==> src/rtl/cmd_deserializer.sv <==
// SPI-style slave: shifts in one opcode/key/text/dest frame per chip-select window
// and presents it to the request queue through a single holding register with valid/ready.
module cmd_deserializer #(
    parameter int ADDRW       = 24,
    parameter int OPCODEW     = 2,
    parameter int SYNC_STAGES = 2
) (
    input  logic               clk,
    input  logic               rst,
    input  logic               spi_sclk,
    input  logic               spi_cs_n,
    input  logic               spi_mosi,
    input  logic               ready_in_aes,
    input  logic               ready_in_sha,
    output logic               valid_out,
    output logic [OPCODEW-1:0] opcode,
    output logic [ADDRW-1:0]   key_addr,
    output logic [ADDRW-1:0]   text_addr,
    output logic [ADDRW-1:0]   dest_addr,
    output logic               busy,
    output logic               frame_err,
    output logic               overrun_err
);

    localparam int INSTRW = 3*ADDRW + OPCODEW;
    localparam int CNTW   = $clog2(INSTRW + 1);
    localparam logic [CNTW-1:0] CNT_LAST = CNTW'(INSTRW - 1);

    typedef enum logic [1:0] {IDLE, SHIFT, COMMIT, DONE} state_t;

    logic [SYNC_STAGES-1:0] sclk_sync, cs_sync, mosi_sync;
    logic                   sclk_prev, cs_prev;
    logic                   sclk_s, cs_s, mosi_s;
    logic                   sclk_rise, cs_fall, cs_rise;
    logic                   accept;
    state_t                 state;
    logic [CNTW-1:0]        cnt;
    logic [INSTRW-1:0]      shreg;

    always_ff @(posedge clk or posedge rst) begin
        if (rst) begin
            sclk_sync <= '0;
            cs_sync   <= '1;
            mosi_sync <= '0;
            sclk_prev <= 1'b0;
            cs_prev   <= 1'b1;
        end else begin
            sclk_sync <= {sclk_sync[SYNC_STAGES-2:0], spi_sclk};
            cs_sync   <= {cs_sync[SYNC_STAGES-2:0], spi_cs_n};
            mosi_sync <= {mosi_sync[SYNC_STAGES-2:0], spi_mosi};
            sclk_prev <= sclk_s;
            cs_prev   <= cs_s;
        end
    end

    // mosi shares the sclk pipeline depth, so it is sampled exactly where sclk rose
    assign sclk_s    = sclk_sync[SYNC_STAGES-1];
    assign cs_s      = cs_sync[SYNC_STAGES-1];
    assign mosi_s    = mosi_sync[SYNC_STAGES-1];
    assign sclk_rise = sclk_s & ~sclk_prev;
    assign cs_fall   = ~cs_s & cs_prev;
    assign cs_rise   = cs_s & ~cs_prev;

    assign accept = valid_out & (opcode[0] ? ready_in_sha : ready_in_aes);
    assign busy   = valid_out;

    always_ff @(posedge clk or posedge rst) begin
        if (rst) begin
            state       <= IDLE;
            cnt         <= '0;
            shreg       <= '0;
            valid_out   <= 1'b0;
            opcode      <= '0;
            key_addr    <= '0;
            text_addr   <= '0;
            dest_addr   <= '0;
            frame_err   <= 1'b0;
            overrun_err <= 1'b0;
        end else begin
            frame_err   <= 1'b0;
            overrun_err <= 1'b0;
            if (accept) begin
                valid_out <= 1'b0;
            end
            case (state)
                IDLE: begin
                    if (cs_fall) begin
                        cnt   <= '0;
                        state <= SHIFT;
                    end
                end
                SHIFT: begin
                    if (cs_rise) begin
                        frame_err <= 1'b1;
                        state     <= IDLE;
                    end else if (sclk_rise) begin
                        shreg <= {shreg[INSTRW-2:0], mosi_s};
                        cnt   <= cnt + 1'b1;
                        if (cnt == CNT_LAST) begin
                            state <= COMMIT;
                        end
                    end
                end
                COMMIT: begin
                    // a same-cycle accept frees the holding register for this frame
                    if (!valid_out || accept) begin
                        valid_out <= 1'b1;
                        opcode    <= shreg[INSTRW-1 -: OPCODEW];
                        key_addr  <= shreg[3*ADDRW-1 -: ADDRW];
                        text_addr <= shreg[2*ADDRW-1 -: ADDRW];
                        dest_addr <= shreg[ADDRW-1:0];
                    end else begin
                        overrun_err <= 1'b1;
                    end
                    state <= cs_rise ? IDLE : DONE;
                end
                DONE: begin
                    if (cs_rise) begin
                        state <= IDLE;
                    end
                end
                default: state <= IDLE;
            endcase
        end
    end

endmodule

==> config.mk <==
export PLATFORM = sky130hd
export DESIGN_NAME = cmd_deserializer
export DESIGN_NICKNAME = d
export VERILOG_FILES = /design/src/rtl/cmd_deserializer.sv
export SDC_FILE = /design/constraint.sdc
export NUM_CORES = 1
export LEC_CHECK = 0
export BUFFER_PORTS_ARGS = -buffer_cell sky130_fd_sc_hd__buf_2
export CAP_MARGIN = 20
export CORE_AREA = 2 2 115 117
export CTS_BUF_LIST = sky130_fd_sc_hd__clkbuf_4 sky130_fd_sc_hd__clkbuf_8 sky130_fd_sc_hd__clkbuf_16
export CTS_CLUSTER_SIZE = 14
export DETAILED_ROUTE_END_ITERATION = 16
export DIE_AREA = 0 0 117 119
export PLACE_DENSITY = 0.77
export SYNTH_ARGS = -nofsm -noshare
export SYNTH_HDL_FRONTEND = slang
export SYNTH_SLANG_ARGS = --single-unit
==> constraint.sdc <==
create_clock -name clk -period 5.9 [get_ports clk]
set_clock_uncertainty 0.05 [all_clocks]
set_input_delay 1.475 -clock clk [delete_from_list [all_inputs] [get_ports clk]]
set_output_delay 1.475 -clock clk [all_outputs]
set_load 0.01 [all_outputs]
==> impl_metrics.json <==
{
  "relSlewSlack": 0.372,
  "cp.arrival_ps": 3320,
  "peakVddDrop_v": 0.000176,
  "placed_area_sq_mm": 0.00708,
  "cts_buffers": 17,
  "synth_adder_area_share": 0.00384,
  "grt_pass1_wl_mm": 17.3,
  "rsz0062_at_grt": "false",
  "first_pass_iters": 4,
  "num_vias": 3342,
  "post_cts_buffers": 0,
  "max_freq_ghz": 0.325,
  "ant_nets": 0,
  "core_area_sq_mm": 0.0129,
  "cts_tree": "done",
  "cts_buffer_depth": 2,
  "fin_area_sq_mm": 0.00763,
  "outcome": "finished, final reports clean",
  "ys_types": 29,
  "final_util": 0.593,
  "cts_sinks": 168,
  "layout_commonest_cell": "dfrtp_1",
  "power_leakage_nw": 4.14,
  "final_cells": 661,
  "tns_ps": 0,
  "grt_util_met3": 0.0539,
  "worst_slack_ps": 2820,
  "synth_top_family_by_area": "multiplexers",
  "area_delta_synth_final_pct": 17.2,
  "track_usage": 0.162,
  "cts_resized": 0,
  "r2r.worst_path.cells": 4,
  "die_x_um": 117,
  "num_io_pins": 85,
  "yosysWarnings": 0,
  "nets": 486,
  "gp_congestion": 0.747,
  "required_ps": 6140,
  "ys_seq_area_frac": 0.646,
  "grt_antenna_before_repair": 0,
  "hold_buffers": 0,
  "dp_cells": 634,
  "drc": 0,
  "startpoint_type": "primary input",
  "period_minus_slack_ps": 3080,
  "wl_per_cell_um": 15.5,
  "layout_common_cells": "dfrtp_1, mux2_2, buf_2",
  "whs_path_depth": 0,
  "wl_mm": 10.3,
  "grt_max_degree": 169,
  "start_util": 0.506,
  "synth_compound_area_frac": 0.00999,
  "cp_max_fo": 29,
  "synth-xor-area-share": 0,
  "dieArea_sq_mm": 0.0139,
  "met2_usage": 0.240,
  "timing.final.hold_violations": 0,
  "insertion_delay_ps": 410,
  "criticalPathCategory": "in2reg",
  "die_h_um": 119,
  "finalCritPeriodShare": 0.522,
  "setup_viol": 0,
  "drive_above_1_share": 0.551,
  "dp_slack_ps": 2360,
  "crit_chain": "buf_2 -> mux2i_1 -> a21oi_4 -> buf_4 -> mux2_2",
  "slew_viol_final": 0,
  "netlist_area_sq_mm": 0.00651,
  "synth.net_count": 400,
  "netlist_instances": 391,
  "use_met1": 0.222,
  "synthMuxAreaShare": 0.287,
  "grt-ovfl-total": 0,
  "diodes": 0,
  "yosys.area_share.simple": 0.0290,
  "ys_ff_latch": 168,
  "drt_iter0_markers": 276,
  "synth_area_per_cell_sq_um": 16.7,
  "cap_viol_max_count": 0,
  "worst_slew_pin_slew_ps": 941,
  "cp_slowest_cell": "a21oi_4",
  "cp-end-kind": "flip-flop",
  "grt-busiest-layer": "met2",
  "cp_slowest_stage_delay_ps": 780,
  "vias_per_cell": 5.06,
  "root_buffer": "clkbuf_16",
  "min_path_type": "reg2reg",
  "portBuffers": 84,
  "rows": 42,
  "cts.clk_slew.worst_paths_ps": 60,
  "cellPowerDensity_mw_per_mm2": 301,
  "grt_pass1_vias": 3424,
  "htree_levels": 4,
  "dp_hpwl_mm": 6.62
}
[kinds of logic after synthesis]
kind of cell | after synthesis
flops | 168
mux | 154
simple gates | 33
buf+inv | 26
compound gates | 8
fa+ha+maj | 2
[synthesized netlist by cell type]
master	n	area [sq um]
dfrtp_1	165	4130
mux2_2	105	1180
mux2_4	38	571
buf_2	10	50.1
nand2_1	8	30.0
mux2i_1	6	60.1
nand2b_1	6	37.5
nor4_1	6	37.5
buf_6	5	56.3
inv_1	5	18.8
mux2_1	5	56.3
clkbuf_1	3	11.3
dfstp_2	3	78.8
nand3_1	3	15.0
nor2_1	3	11.3
a21oi_1	2	10.0
buf_4	2	15.0
ha_1	2	25.0
nor2b_1	2	12.5
o311ai_0	2	17.5
or3_1	2	12.5
a22o_1	1	8.76
buf_1	1	3.75
nand2b_4	1	13.8
nand4b_1	1	8.76
o21ai_1	1	5.00
o31ai_1	1	7.51
o41ai_2	1	16.3
or4b_2	1	10.0
[flip-flops by register name, indices dropped and copies added, names as in the netlist]
name,flops
sclk_prev,1
cs_sync,2
cs_prev,1
sclk_sync,2
cnt,7
text_addr,24
state,2
shreg,74
frame_err,1
mosi_sync,2
dest_addr,24
key_addr,24
busy,1
opcode,2
overrun_err,1
[critical path, delay by kind of cell]
| kind | cells | cell delay [ps] |
|---|---|---|
| mux | 2 | 500 |
| buf+inv | 2 | 550 |
| compound gates | 1 | 780 |
[per-layer routing]
layer	part of all wire	up-vias
met2	0.48	65
li1	-	1541
met1	0.47	1726
met3	0.042	10
met4	0.013	0
met5	0	-
[power by group]
| group | internal [mW] | switching [mW] |
|---|---|---|
| Clock | 0.633 | 0.389 |
| Sequential | 1.18 | 0.0190 |
| Combinational | 0.0300 | 0.0443 |
| Total | 1.84 | 0.452 |
[worst paths after layout]
kind	slack [ps]	start	endpoint
worst max-delay path	2820	ready_in_aes	text_addr[5]
worst min-delay path	300	sclk_sync[0]	sclk_sync[1]
worst max register to register	3040	cs_sync[1]	shreg[68]
worst min register to register	300	sclk_sync[0]	sclk_sync[1]
max in group asynchronous	3920	rst	shreg[25]
min in group asynchronous	1280	rst	dest_addr[6]
[through the flow]
| step | power (mW) | hold slack [ps] |
|---|---|---|
| 3_3_place_gp | 1.29 | 289 |
| 2_1_floorplan | 1.27 | 281 |
| 4_1_cts | 2.33 | 301 |
| 3_5_place_dp | 1.29 | 288 |
| 6_report | 2.29 | 297 |
| 5_1_grt | 2.39 | 309 |
[cell type report]
type	instances	area [sq um]
fillers	1002	5250
clock buffers	24	509
multi-input cells	197	2160
repair buffers	88	463
well taps	176	220
clock inverters	3	42.5
inverters	5	22.5
flip-flops and latches	168	4210
Power figures use the tool's default switching activity.
